<file path="src/rtl/cpu_core_seq_if.sv">
// cpu_core_seq_if: groups the opcode, data bus, register values, ALU results,
// PC, micro-state and control strobes of the 8-bit bus CPU sequencer.
//
//   opcode   current IR value               (master -> slave)
//   bus_in   shared data bus, jump target   (master -> slave)
//   a_in     A register value               (master -> slave)
//   b_in     B register value               (master -> slave)
//   alu_out  ALU result                     (slave -> master)
//   cout     ALU carry out                  (slave -> master)
//   eq_zero  a_in == 0                      (slave -> master)
//   pc_out   program counter                (slave -> master)
//   state    current micro-state            (slave -> master)
//   cycle    micro-step counter             (slave -> master)
//   c_*      bus control strobes            (slave -> master)
interface cpu_core_seq_if;
    logic [7:0] opcode;
    logic [7:0] bus_in;
    logic [7:0] a_in;
    logic [7:0] b_in;

    logic [7:0] alu_out;
    logic       cout;
    logic       eq_zero;
    logic [7:0] pc_out;
    logic [3:0] state;
    logic [3:0] cycle;

    logic c_ai;
    logic c_ao;
    logic c_bi;
    logic c_ci;
    logic c_co;
    logic c_eo;
    logic c_halt;
    logic c_ii;
    logic c_j;
    logic c_mi;
    logic c_oi;
    logic c_ro;
    logic c_ri;

    // Driven by the surrounding datapath / testbench.
    modport master (
        output opcode, bus_in, a_in, b_in,
        input  alu_out, cout, eq_zero, pc_out, state, cycle,
        input  c_ai, c_ao, c_bi, c_ci, c_co, c_eo, c_halt, c_ii, c_j, c_mi, c_oi, c_ro, c_ri
    );

    // Implemented by cpu_core_seq.
    modport slave (
        input  opcode, bus_in, a_in, b_in,
        output alu_out, cout, eq_zero, pc_out, state, cycle,
        output c_ai, c_ao, c_bi, c_ci, c_co, c_eo, c_halt, c_ii, c_j, c_mi, c_oi, c_ro, c_ri
    );
endinterface

</file>
<file path="src/rtl/cpu_core_seq.sv">
// cpu_core_seq: micro-step sequencer, program counter and add/sub ALU for the
// 8-bit bus CPU. One micro-step per clock. The micro-state is decoded
// combinationally from (opcode, cycle) and drives the bus control strobes that
// external registers, RAM and bus drivers capture on the same clock edge.
//
// Ports:
//   clk    system clock, all updates on the rising edge
//   reset  synchronous, active-low; clears cycle and PC
//   bus    cpu_core_seq_if.slave: opcode/bus_in/a_in/b_in in, ALU, PC,
//          state, cycle and strobes out
module cpu_core_seq (
    input logic          clk,
    input logic          reset,
    cpu_core_seq_if.slave bus
);

    typedef enum logic [3:0] {
        StNext      = 4'd0,
        StFetchPc   = 4'd1,
        StFetchInst = 4'd2,
        StLoadAddr  = 4'd3,
        StRamA      = 4'd4,
        StRamB      = 4'd5,
        StAluOp     = 4'd6,
        StStoreA    = 4'd7,
        StOutA      = 4'd8,
        StJump      = 4'd9,
        StHalt      = 4'd10
    } state_e;

    localparam logic [7:0] OpNop = 8'h00;
    localparam logic [7:0] OpLda = 8'h10;
    localparam logic [7:0] OpAdd = 8'h20;
    localparam logic [7:0] OpSub = 8'h21;
    localparam logic [7:0] OpSta = 8'h30;
    localparam logic [7:0] OpOut = 8'h40;
    localparam logic [7:0] OpJmp = 8'h50;
    localparam logic [7:0] OpJez = 8'h51;
    localparam logic [7:0] OpJnz = 8'h52;
    localparam logic [7:0] OpHlt = 8'hF0;

    logic [3:0] cycle_q, cycle_d;
    logic [7:0] pc_q, pc_d;
    state_e     st;

    logic       eq_zero;
    logic       jump_allowed;
    logic [8:0] alu_sum;
    logic [7:0] alu_b;

    logic c_ai, c_ao, c_bi, c_ci, c_co, c_eo, c_halt;
    logic c_ii, c_j, c_mi, c_oi, c_ro, c_ri;

    // ------------------------------------------------------------------
    // State register: micro-step counter and PC
    // ------------------------------------------------------------------
    always_ff @(posedge clk) begin
        if (!reset) begin
            cycle_q <= 4'd0;
            pc_q    <= 8'h00;
        end else begin
            cycle_q <= cycle_d;
            pc_q    <= pc_d;
        end
    end

    // ------------------------------------------------------------------
    // Micro-state decode from (opcode, cycle). Cycles 0 and 1 are the
    // common fetch; the IR only holds the new opcode from cycle 2 on.
    // ------------------------------------------------------------------
    always_comb begin
        st = StNext;
        if (cycle_q == 4'd0) begin
            st = StFetchPc;
        end else if (cycle_q == 4'd1) begin
            st = StFetchInst;
        end else begin
            case (bus.opcode)
                OpNop: st = StNext;
                OpLda: begin
                    case (cycle_q)
                        4'd2:    st = StFetchPc;
                        4'd3:    st = StLoadAddr;
                        4'd4:    st = StRamA;
                        default: st = StNext;
                    endcase
                end
                OpAdd, OpSub: begin
                    case (cycle_q)
                        4'd2:    st = StFetchPc;
                        4'd3:    st = StLoadAddr;
                        4'd4:    st = StRamB;
                        4'd5:    st = StAluOp;
                        default: st = StNext;
                    endcase
                end
                OpSta: begin
                    case (cycle_q)
                        4'd2:    st = StFetchPc;
                        4'd3:    st = StLoadAddr;
                        4'd4:    st = StStoreA;
                        default: st = StNext;
                    endcase
                end
                OpOut: begin
                    case (cycle_q)
                        4'd2:    st = StOutA;
                        default: st = StNext;
                    endcase
                end
                OpJmp, OpJez, OpJnz: begin
                    case (cycle_q)
                        4'd2:    st = StFetchPc;
                        4'd3:    st = StJump;
                        default: st = StNext;
                    endcase
                end
                // Cycle freezes in HALT, so the decode stays here until reset.
                OpHlt:   st = StHalt;
                default: st = StNext;
            endcase
        end
    end

    // ------------------------------------------------------------------
    // Next-state: cycle counter and PC
    // ------------------------------------------------------------------
    always_comb begin
        cycle_d = cycle_q + 4'd1;
        if (st == StNext) begin
            cycle_d = 4'd0;
        end else if (st == StHalt) begin
            cycle_d = cycle_q;
        end

        pc_d = pc_q;
        if (c_ci) begin
            // A not-taken jump still increments, skipping the operand byte.
            pc_d = c_j ? bus.bus_in : pc_q + 8'd1;
        end
    end

    // ------------------------------------------------------------------
    // Jump condition and ALU
    // ------------------------------------------------------------------
    assign eq_zero = (bus.a_in == 8'h00);

    always_comb begin
        jump_allowed = 1'b0;
        case (bus.opcode)
            OpJmp:   jump_allowed = 1'b1;
            OpJez:   jump_allowed = eq_zero;
            OpJnz:   jump_allowed = ~eq_zero;
            default: jump_allowed = 1'b0;
        endcase
    end

    // opcode[0] selects subtract as a + ~b + 1; cout=1 then means no borrow.
    assign alu_b   = bus.opcode[0] ? ~bus.b_in : bus.b_in;
    assign alu_sum = {1'b0, bus.a_in} + {1'b0, alu_b} + {8'd0, bus.opcode[0]};

    // ------------------------------------------------------------------
    // Output decode: control strobes
    // ------------------------------------------------------------------
    always_comb begin
        c_ai   = 1'b0;
        c_ao   = 1'b0;
        c_bi   = 1'b0;
        c_ci   = 1'b0;
        c_co   = 1'b0;
        c_eo   = 1'b0;
        c_halt = 1'b0;
        c_ii   = 1'b0;
        c_j    = 1'b0;
        c_mi   = 1'b0;
        c_oi   = 1'b0;
        c_ro   = 1'b0;
        c_ri   = 1'b0;
        case (st)
            StFetchPc: begin
                c_co = 1'b1;
                c_mi = 1'b1;
            end
            StFetchInst: begin
                c_ii = 1'b1;
                c_ci = 1'b1;
                c_ro = 1'b1;
            end
            StLoadAddr: begin
                c_mi = 1'b1;
                c_ci = 1'b1;
                c_ro = 1'b1;
            end
            StRamA: begin
                c_ro = 1'b1;
                c_ai = 1'b1;
            end
            StRamB: begin
                c_ro = 1'b1;
                c_bi = 1'b1;
            end
            StAluOp: begin
                c_ai = 1'b1;
                c_eo = 1'b1;
            end
            StStoreA: begin
                c_ao = 1'b1;
                c_ri = 1'b1;
            end
            StOutA: begin
                c_ao = 1'b1;
                c_oi = 1'b1;
            end
            StJump: begin
                c_ci = 1'b1;
                c_ro = jump_allowed;
                c_j  = jump_allowed;
            end
            StHalt:  c_halt = 1'b1;
            default: ;
        endcase
    end

    assign bus.alu_out = alu_sum[7:0];
    assign bus.cout    = alu_sum[8];
    assign bus.eq_zero = eq_zero;
    assign bus.pc_out  = pc_q;
    assign bus.state   = st;
    assign bus.cycle   = cycle_q;

    assign bus.c_ai   = c_ai;
    assign bus.c_ao   = c_ao;
    assign bus.c_bi   = c_bi;
    assign bus.c_ci   = c_ci;
    assign bus.c_co   = c_co;
    assign bus.c_eo   = c_eo;
    assign bus.c_halt = c_halt;
    assign bus.c_ii   = c_ii;
    assign bus.c_j    = c_j;
    assign bus.c_mi   = c_mi;
    assign bus.c_oi   = c_oi;
    assign bus.c_ro   = c_ro;
    assign bus.c_ri   = c_ri;

endmodule

</file>
<file path="src/flat_wrapper.sv">
// flat-port wrapper written by rule: the top's interface ports become plain ports
module cpu_core_seq_flat 
  (clk, reset, bus_opcode, bus_bus_in, bus_a_in, bus_b_in, bus_alu_out, bus_cout, bus_eq_zero, bus_pc_out, bus_state, bus_cycle, bus_c_ai, bus_c_ao, bus_c_bi, bus_c_ci, bus_c_co, bus_c_eo, bus_c_halt, bus_c_ii, bus_c_j, bus_c_mi, bus_c_oi, bus_c_ro, bus_c_ri);
  cpu_core_seq_if bus_i ();
  input logic clk;
  input logic reset;
  input wire logic [$bits(bus_i.opcode)-1:0] bus_opcode;
  input wire logic [$bits(bus_i.bus_in)-1:0] bus_bus_in;
  input wire logic [$bits(bus_i.a_in)-1:0] bus_a_in;
  input wire logic [$bits(bus_i.b_in)-1:0] bus_b_in;
  output wire logic [$bits(bus_i.alu_out)-1:0] bus_alu_out;
  output wire logic [$bits(bus_i.cout)-1:0] bus_cout;
  output wire logic [$bits(bus_i.eq_zero)-1:0] bus_eq_zero;
  output wire logic [$bits(bus_i.pc_out)-1:0] bus_pc_out;
  output wire logic [$bits(bus_i.state)-1:0] bus_state;
  output wire logic [$bits(bus_i.cycle)-1:0] bus_cycle;
  output wire logic [$bits(bus_i.c_ai)-1:0] bus_c_ai;
  output wire logic [$bits(bus_i.c_ao)-1:0] bus_c_ao;
  output wire logic [$bits(bus_i.c_bi)-1:0] bus_c_bi;
  output wire logic [$bits(bus_i.c_ci)-1:0] bus_c_ci;
  output wire logic [$bits(bus_i.c_co)-1:0] bus_c_co;
  output wire logic [$bits(bus_i.c_eo)-1:0] bus_c_eo;
  output wire logic [$bits(bus_i.c_halt)-1:0] bus_c_halt;
  output wire logic [$bits(bus_i.c_ii)-1:0] bus_c_ii;
  output wire logic [$bits(bus_i.c_j)-1:0] bus_c_j;
  output wire logic [$bits(bus_i.c_mi)-1:0] bus_c_mi;
  output wire logic [$bits(bus_i.c_oi)-1:0] bus_c_oi;
  output wire logic [$bits(bus_i.c_ro)-1:0] bus_c_ro;
  output wire logic [$bits(bus_i.c_ri)-1:0] bus_c_ri;
  assign bus_i.opcode = bus_opcode;
  assign bus_i.bus_in = bus_bus_in;
  assign bus_i.a_in = bus_a_in;
  assign bus_i.b_in = bus_b_in;
  assign bus_alu_out = bus_i.alu_out;
  assign bus_cout = bus_i.cout;
  assign bus_eq_zero = bus_i.eq_zero;
  assign bus_pc_out = bus_i.pc_out;
  assign bus_state = bus_i.state;
  assign bus_cycle = bus_i.cycle;
  assign bus_c_ai = bus_i.c_ai;
  assign bus_c_ao = bus_i.c_ao;
  assign bus_c_bi = bus_i.c_bi;
  assign bus_c_ci = bus_i.c_ci;
  assign bus_c_co = bus_i.c_co;
  assign bus_c_eo = bus_i.c_eo;
  assign bus_c_halt = bus_i.c_halt;
  assign bus_c_ii = bus_i.c_ii;
  assign bus_c_j = bus_i.c_j;
  assign bus_c_mi = bus_i.c_mi;
  assign bus_c_oi = bus_i.c_oi;
  assign bus_c_ro = bus_i.c_ro;
  assign bus_c_ri = bus_i.c_ri;
  cpu_core_seq u_core (.clk(clk), .reset(reset), .bus(bus_i));
endmodule
</file>
<file path="config.mk">
export PLATFORM = sky130hd
export DESIGN_NAME = cpu_core_seq_flat
export DESIGN_NICKNAME = d
export VERILOG_FILES = /design/src/rtl/cpu_core_seq_if.sv /design/src/rtl/cpu_core_seq.sv /design/src/flat_wrapper.sv
export SDC_FILE = /design/constraint.sdc
export NUM_CORES = 1
export LEC_CHECK = 0
export BUFFER_PORTS_ARGS = -buffer_cell sky130_fd_sc_hd__buf_2
export CORE_UTILIZATION = 44
export CTS_CLUSTER_DIAMETER = 60
export DETAILED_ROUTE_END_ITERATION = 8
export PLACE_DENSITY = 0.78
export SYNTH_ARGS = -nofsm -noshare
export SYNTH_HDL_FRONTEND = slang
export SYNTH_SLANG_ARGS = --single-unit
</file>
<file path="constraint.sdc">
create_clock -name clk -period 2.55 [get_ports clk]
set_clock_uncertainty 0.15 [all_clocks]
set_input_delay 0.1275 -clock clk [delete_from_list [all_inputs] [get_ports clk]]
set_output_delay 0.1275 -clock clk [all_outputs]
set_load 0.05 [all_outputs]
</file>
==> out/metrics.csv, run 1 <==
stage,metric,value,unit
status,status,"complete, but fails checks",
status,violations,setup timing,
floorplanning,ios,73,
route,drt_iter0_drc,95,
clocking,ctsHoldBuffers,0,
timing,timing.final.ws_setup,-29.9,ps
floorplanning,die_w,63.5,um
worst_setup_path,startpoint,u_core.bus.cycle[0],
worst_setup_path,critPathKind,reg2out,
timing,hold_viol_final,0,
timing,setup_violations,2,
timing,holdWs,13.8,ps
floorplanning,die_area,4030,um^2
synthesis,synth_top_area_share,14.4,%
cells_and_area,final_nets,350,
global_route,grt.met2_usage,42.6,%
clocking,clock_path_buffers,2,
floorplanning,fp-row-count,21,
worst_setup_path,crit_required,2270,ps
power_and_ir_drop,p_leak,0.00114,uW
cells_and_area,nFillCells,291,
worst_setup_path,critPathMaxFanout,7,
power_and_ir_drop,seq_power_share,14.6,%
clocking,h-tree-depth,1,
cells_and_area,finalCoreUtilization,69.7,%
clocking,tritoncts,done,
synthesis,synth_top_cell_by_area,dfxtp_1,
route,viasPerCell,5.72,
placement,gp_congestion,0.927,
worst_setup_path,crit_path_end_kind,output port,
synthesis,synth_seq_cells,12,
placement,dp_hpwl,3730,um
synthesis,yosysWarnings,0,
power_and_ir_drop,intPower,835,uW
route,dr.pass1.iters,4,
worst_setup_path,timing.rr.end,u_core.bus.pc_out[0],
global_route,antenna_found_initial,0,
synthesis,syn_area,1660,um^2
worst_setup_path,worst-r2r-cell-count,10,
synthesis,yosys-top-cells-area,"dfxtp_1 14%, ha_1 9.0%, xor2_1 5.8%, nor2_1 5.0%, nand2_1 4.7%",
global_route,grt_pass1_vias,1844,
synthesis,synth.yosys.seq_area_share,14.4,%
cells_and_area,synthToLayoutAreaGrowth,45.4,%
route,wl,5050,um
route,avgRoutedWirePerCell,14.5,um
floorplanning,core-area,3470,um^2
power_and_ir_drop,switching_power,1090,uW
cells_and_area,final_cell_mix,"65 x buf_2, 21 x nor2_1, 21 x nand2_1, 20 x buf_4, 11 x xor2_1",
global_route,grt_usage,25.0,%
timing,slew_headroom,67.5,%
synthesis,avgSynthCellArea,7.84,um^2
worst_setup_path,timing.rr.start,u_core.bus.cycle[0],
power_and_ir_drop,powerDensity,797,nW/um^2
placement,io_buffers,72,
cells_and_area,final_common_cell,buf_2,
timing,fmax,0.388,GHz
cells_and_area,insertedDiodeCount,0,
route,drc_errors,0,
worst_setup_path,crit_arrival,2300,ps
timing,rsz0062_at_grt,yes,
worst_setup_path,crit_path_end,bus_c_ci,
run,cap_violations,0,
route,vias,1989,
global_route,use_met1,31.6,%
timing,finalMaxSlewViolations,0,
floorplanning,initial_core_util,47.9,%
worst_setup_path,startpoint_type,register,
synthesis,yosysUniqueCellTypes,60,
route,ant_nets,0,
synthesis,synthCells,212,
clocking,cts-root-buf,clkbuf_8,
clocking,clkTransAtPathRegs,60,ps
power_and_ir_drop,total_power,1930,uW
floorplanning,die_y,63.5,um
global_route,busiest_layer,met2,
synthesis,async_reset_ff_share,0,%
synthesis,synthFlopType,dfxtp_1,
clocking,numCtsBuffers,3,
synthesis,synth-edff-count,0,
global_route,grt_pass1_wl,8160,um
power_and_ir_drop,clkPwrFrac,11.3,%
clocking,cts_sinks,12,
timing,layout_min_cycle_time,2580,ps
global_route,grt_max_degree,14,
cells_and_area,drive_gt1_share,47.0,%
clocking,insertion_delay,240,ps
timing,period_share,101,%
timing,worstMarginPinSlew,486,ps
worst_setup_path,r2r_slack,20,ps
synthesis,synth_fp_nets,259,
global_route,grt_overflow,0,
power_and_ir_drop,irDropWorstVdd,1.21,mV
power_and_ir_drop,pwr-share-comb,74.1,%
global_route,use_met3,4.53,%
hold_path,hp-class,in2reg,
power_and_ir_drop,sw_frac_of_total,56.7,%
logic make-up (layout without fill, tap and decap cells):
logic type / count (synthesis) / in the layout / synth area share, %
compound gates: 64 / 64 / 32.1
simple gates: 88 / 88 / 28.1
flops: 12 / 12 / 14.4
mux: 5 / 5 / 3.31
buf+inv: 16 / 106 / 4.44
xor+xnor: 14 / 14 / 7.37
fa+ha+maj: 13 / 13 / 10.2
per-layer routing:
layer | vias to the layer above | routed length [um]
met3 | 12 | 252
li1 | 979 | -
met1 | 922 | 2200
met5 | - | 0
met4 | 0 | 113
met2 | 76 | 2480
worst min-delay path by stage:
stage / startpoint / end / slack [ps] / cells past startpoint
floorplan: bus_bus_in[2] / u_core.bus.pc_out[2] / 160 / 2
global placement: bus_bus_in[4] / u_core.bus.pc_out[4] / 260 / 3
detailed placement: bus_bus_in[4] / u_core.bus.pc_out[4] / 270 / 3
CTS: bus_bus_in[4] / u_core.bus.pc_out[4] / 10 / 3
global route: bus_bus_in[5] / u_core.bus.pc_out[5] / 20 / 3
finish: bus_bus_in[4] / u_core.bus.pc_out[4] / 10 / 3
power by group through the flow:
stage	sequential, uW	combinational [uW]	clock (uW)
finish	282	1430	218
global route	287	1520	231
CTS	284	1340	219
detailed placement	287	1300	0
global placement	283	1290	0
floorplan	380	930	0
final cells by class:
cell class / count / area, um^2 / share of cell area (%)
Inverter: 11 / 58.8 / 2.43
Multi-Input combinational cell: 184 / 1450 / 60.1
Clock buffer: 4 / 55.1 / 2.28
Tap cell: 46 / 57.6 / 2.38
Timing Repair Buffer: 91 / 539 / 22.3
Sequential cell: 12 / 253 / 10.5
repair_timing:
action | in CTS | in global routing
pin swaps | 5 | 6
gates cloned | 0 | 0
resized for setup | 12 | 12
buffers inserted | 5 | 4
setup endpoints to repair | 5 | 16
worst max-delay path, stage by stage (launching register included):
cell and delay (ps):
dfxtp_4 390, inv_4 40, ha_4 180, nor4b_4 320, and4_4 260, o31a_1 270
buf_6 150, nor2_4 40, a21oi_2 190, inv_1 70, buf_6 150
per-stage QoR:
step	instance area, um^2	setup TNS, ps	worst slack, ps	instances
6_report	2420	-47.0	-29.9	348
5_1_grt	2420	-432	-108	348
4_1_cts	2340	-9.35	-9.35	344
3_5_place_dp	2210	0	37.9	335
3_3_place_gp	2210	0	132	335
2_1_floorplan	1750	-506	-111	212
Yosys cell counts (3+ instances only):
cell type  number
a211oi_1        4
a21o_1          4
a21oi_1        13
a221oi_1        4
and3_1          3
buf_2           3
dfxtp_1        12
ha_1           12
inv_1           8
mux2_2          3
nand2_1        21
nand2b_1        3
nand3_1        10
nor2_1         22
nor3_1          4
nor4_1          3
o211ai_1        3
o21ai_0         4
o22ai_1         6
o31a_1          4
or2_2           3
xnor2_1         3
xor2_1         11
registers in the layout, indices dropped and copies added (netlist names):
| signal | count |
|---|---|
| u_core.bus.pc_out | 8 |
| u_core.bus.cycle | 4 |
(Power assumes the default switching activity.)
==> run 2, diff against run 1 <==
==> constraint.sdc (replaced) <==
create_clock -name clk -period 2.55 [get_ports clk]
set_clock_uncertainty 0.15 [all_clocks]
set_input_delay 0.1275 -clock clk [delete_from_list [all_inputs] [get_ports clk]]
set_output_delay 0.1275 -clock clk [all_outputs]
set_load 0.005 [all_outputs]
==> out/metrics.csv, run 2 (synthesized netlist as in run 1, its figures left out) <==
stage,metric,value,unit
clocking,insertion_delay,240,ps
power_and_ir_drop,p_leak,0.00111,uW
route,wl,5120,um
timing,slew_headroom,65.7,%
cells_and_area,largest_reg_flops,8,
worst_setup_path,startpoint,u_core.bus.cycle[0],
worst_setup_path,crit_path_end_kind,output port,
clocking,cts-root-buf,clkbuf_8,
hold_path,holdPathStages,3,
clocking,clkTransAtPathRegs,60,ps
power_and_ir_drop,powerDensity,591,nW/um^2
hold_path,hp-class,in2reg,
global_route,grt_overflow,0,
cells_and_area,drive_gt1_share,44.5,%
worst_setup_path,timing.rr.end,u_core.bus.pc_out[5],
cells_and_area,final_cell_mix,"72 x buf_2, 21 x nand2_1, 20 x nor2_1, 16 x buf_4",
global_route,antenna_found_initial,0,
route,vias,2024,
route,drt_iter0_drc,182,
clocking,tritoncts,done,
placement,io_buffers,72,
timing,period_share,97.6,%
timing,rsz0062_at_grt,yes,
placement,place_ws,38.1,ps
power_and_ir_drop,irDropWorstVdd,0.445,mV
placement,postPlaceCellArea,2150,um^2
status,status,finished clean,
timing,fmax,0.402,GHz
worst_setup_path,worst-path-buf-inv,3,
worst_setup_path,worst-r2r-cell-count,10,
floorplanning,ios,73,
cells_and_area,final_area,2330,um^2
route,dr.pass1.iters,4,
worst_setup_path,startpoint_type,register,
worst_setup_path,cp.depth,10,
route,ant_nets,0,
global_route,grt_pass1_vias,1866,
timing,hold_viol_final,0,
timing,setup_violations,0,
global_route,grt_max_degree,11,
floorplanning,fp-row-count,21,
timing,timing.final.ws_setup,60.3,ps
cells_and_area,final_common_cell,buf_2,
route,drc_errors,0,
clocking,numCtsBuffers,3,
worst_setup_path,r2r_slack,90,ps
placement,dp_hpwl,3790,um
route,viasPerCell,5.83,
worst_setup_path,timing.rr.start,u_core.bus.cycle[0],
worst_setup_path,crit_path_top_delay_cell,dfxtp_4,
global_route,grt_usage,24.4,%
timing,worstMarginPinSlew,514,ps
clocking,clock_path_buffers,2,
worst_setup_path,crit_arrival,2210,ps
worst_setup_path,crit_path_end,bus_c_ro,
worst_setup_path,crit_required,2270,ps
cells_and_area,insertedDiodeCount,0,
floorplanning,die_area,4030,um^2
clocking,h-tree-depth,1,
timing,layout_min_cycle_time,2490,ps
cells_and_area,synthToLayoutAreaGrowth,40.1,%
worst_setup_path,critPathKind,reg2out,
floorplanning,core-area,3470,um^2
worst_setup_path,critPathMaxFanout,6,
route,avgRoutedWirePerCell,14.8,um
floorplanning,die_w,63.5,um
floorplanning,die_y,63.5,um
cells_and_area,finalCoreUtilization,67.2,%
worst_setup_path,cp_slowest_stage_delay,400,ps
placement,gp_congestion,1.00,
clocking,cts_sinks,12,
worst_setup_path,path_cells,inv_4 -> ha_1 -> nor4b_1 -> and4_1 -> o31a_1 -> buf_4 -> nor2_2 -> nand2_1 -> o211ai_1 -> buf_2,
global_route,grt_pass1_wl,8000,um
cells_and_area,final_nets,349,
run,cap_violations,0,
worst_setup_path,crit_family,simple AND/OR/NAND/NOR gates,
timing,finalMaxSlewViolations,0,
floorplanning,initial_core_util,47.9,%
run 2: repair_timing:
action,in CTS,in global routing
resized for setup,8,14
setup buffers,2,3
pin swaps,3,6
setup endpoints to repair,3,15
hold buffers,0,0
run 2: metal layers:
| layer | wire [um] | GRT usage, % |
|---|---|---|
| met1 | 2060 | 27.4 |
| met2 | 2650 | 45.6 |
| met3 | 273 | 5.07 |
| met4 | 138 | 6.82 |
| met5 | 0 | 0 |
run 2: worst register-to-register path, delay by kind of cell, from the launching register on:
kind / cells / cell delay [ps]
buf+inv: 3 / 330
fa+ha+maj: 1 / 170
simple gates: 3 / 650
compound gates: 3 / 630
flops: 1 / 400
run 2: metrics by stage:
stage	setup TNS, ps	cells	total power [uW]	hold slack (ps)
floorplan	0	212	754	156
global placement	0	338	1010	257
detailed placement	0	338	1030	268
CTS	0	344	1310	15.9
global route	-277	347	1480	34.4
finish	0	347	1380	19.7
run 2: final cells by class:
class	instances	area, um^2
clock buffers	4	55.1
fillers	324	1140
inverters	11	46.3
multi-input cells	184	1420
flip-flops and latches	12	245
well taps	46	57.6
repair buffers	90	503
run 2: worst min path at each step:
stage	start	end	slack [ps]
6_report	bus_bus_in[4]	u_core.bus.pc_out[4]	20
5_1_grt	bus_bus_in[2]	u_core.bus.pc_out[2]	30
4_1_cts	bus_bus_in[4]	u_core.bus.pc_out[4]	20
3_5_place_dp	bus_bus_in[4]	u_core.bus.pc_out[4]	270
3_3_place_gp	bus_bus_in[2]	u_core.bus.pc_out[2]	260
2_1_floorplan	bus_b_in[0]	bus_alu_out[0]	160
run 2: report_power, final:
part           switching, uW  total (uW)  internal (uW)
combinational            462         889            427
clock                   73.6         210            137
sequential              52.3         277            225
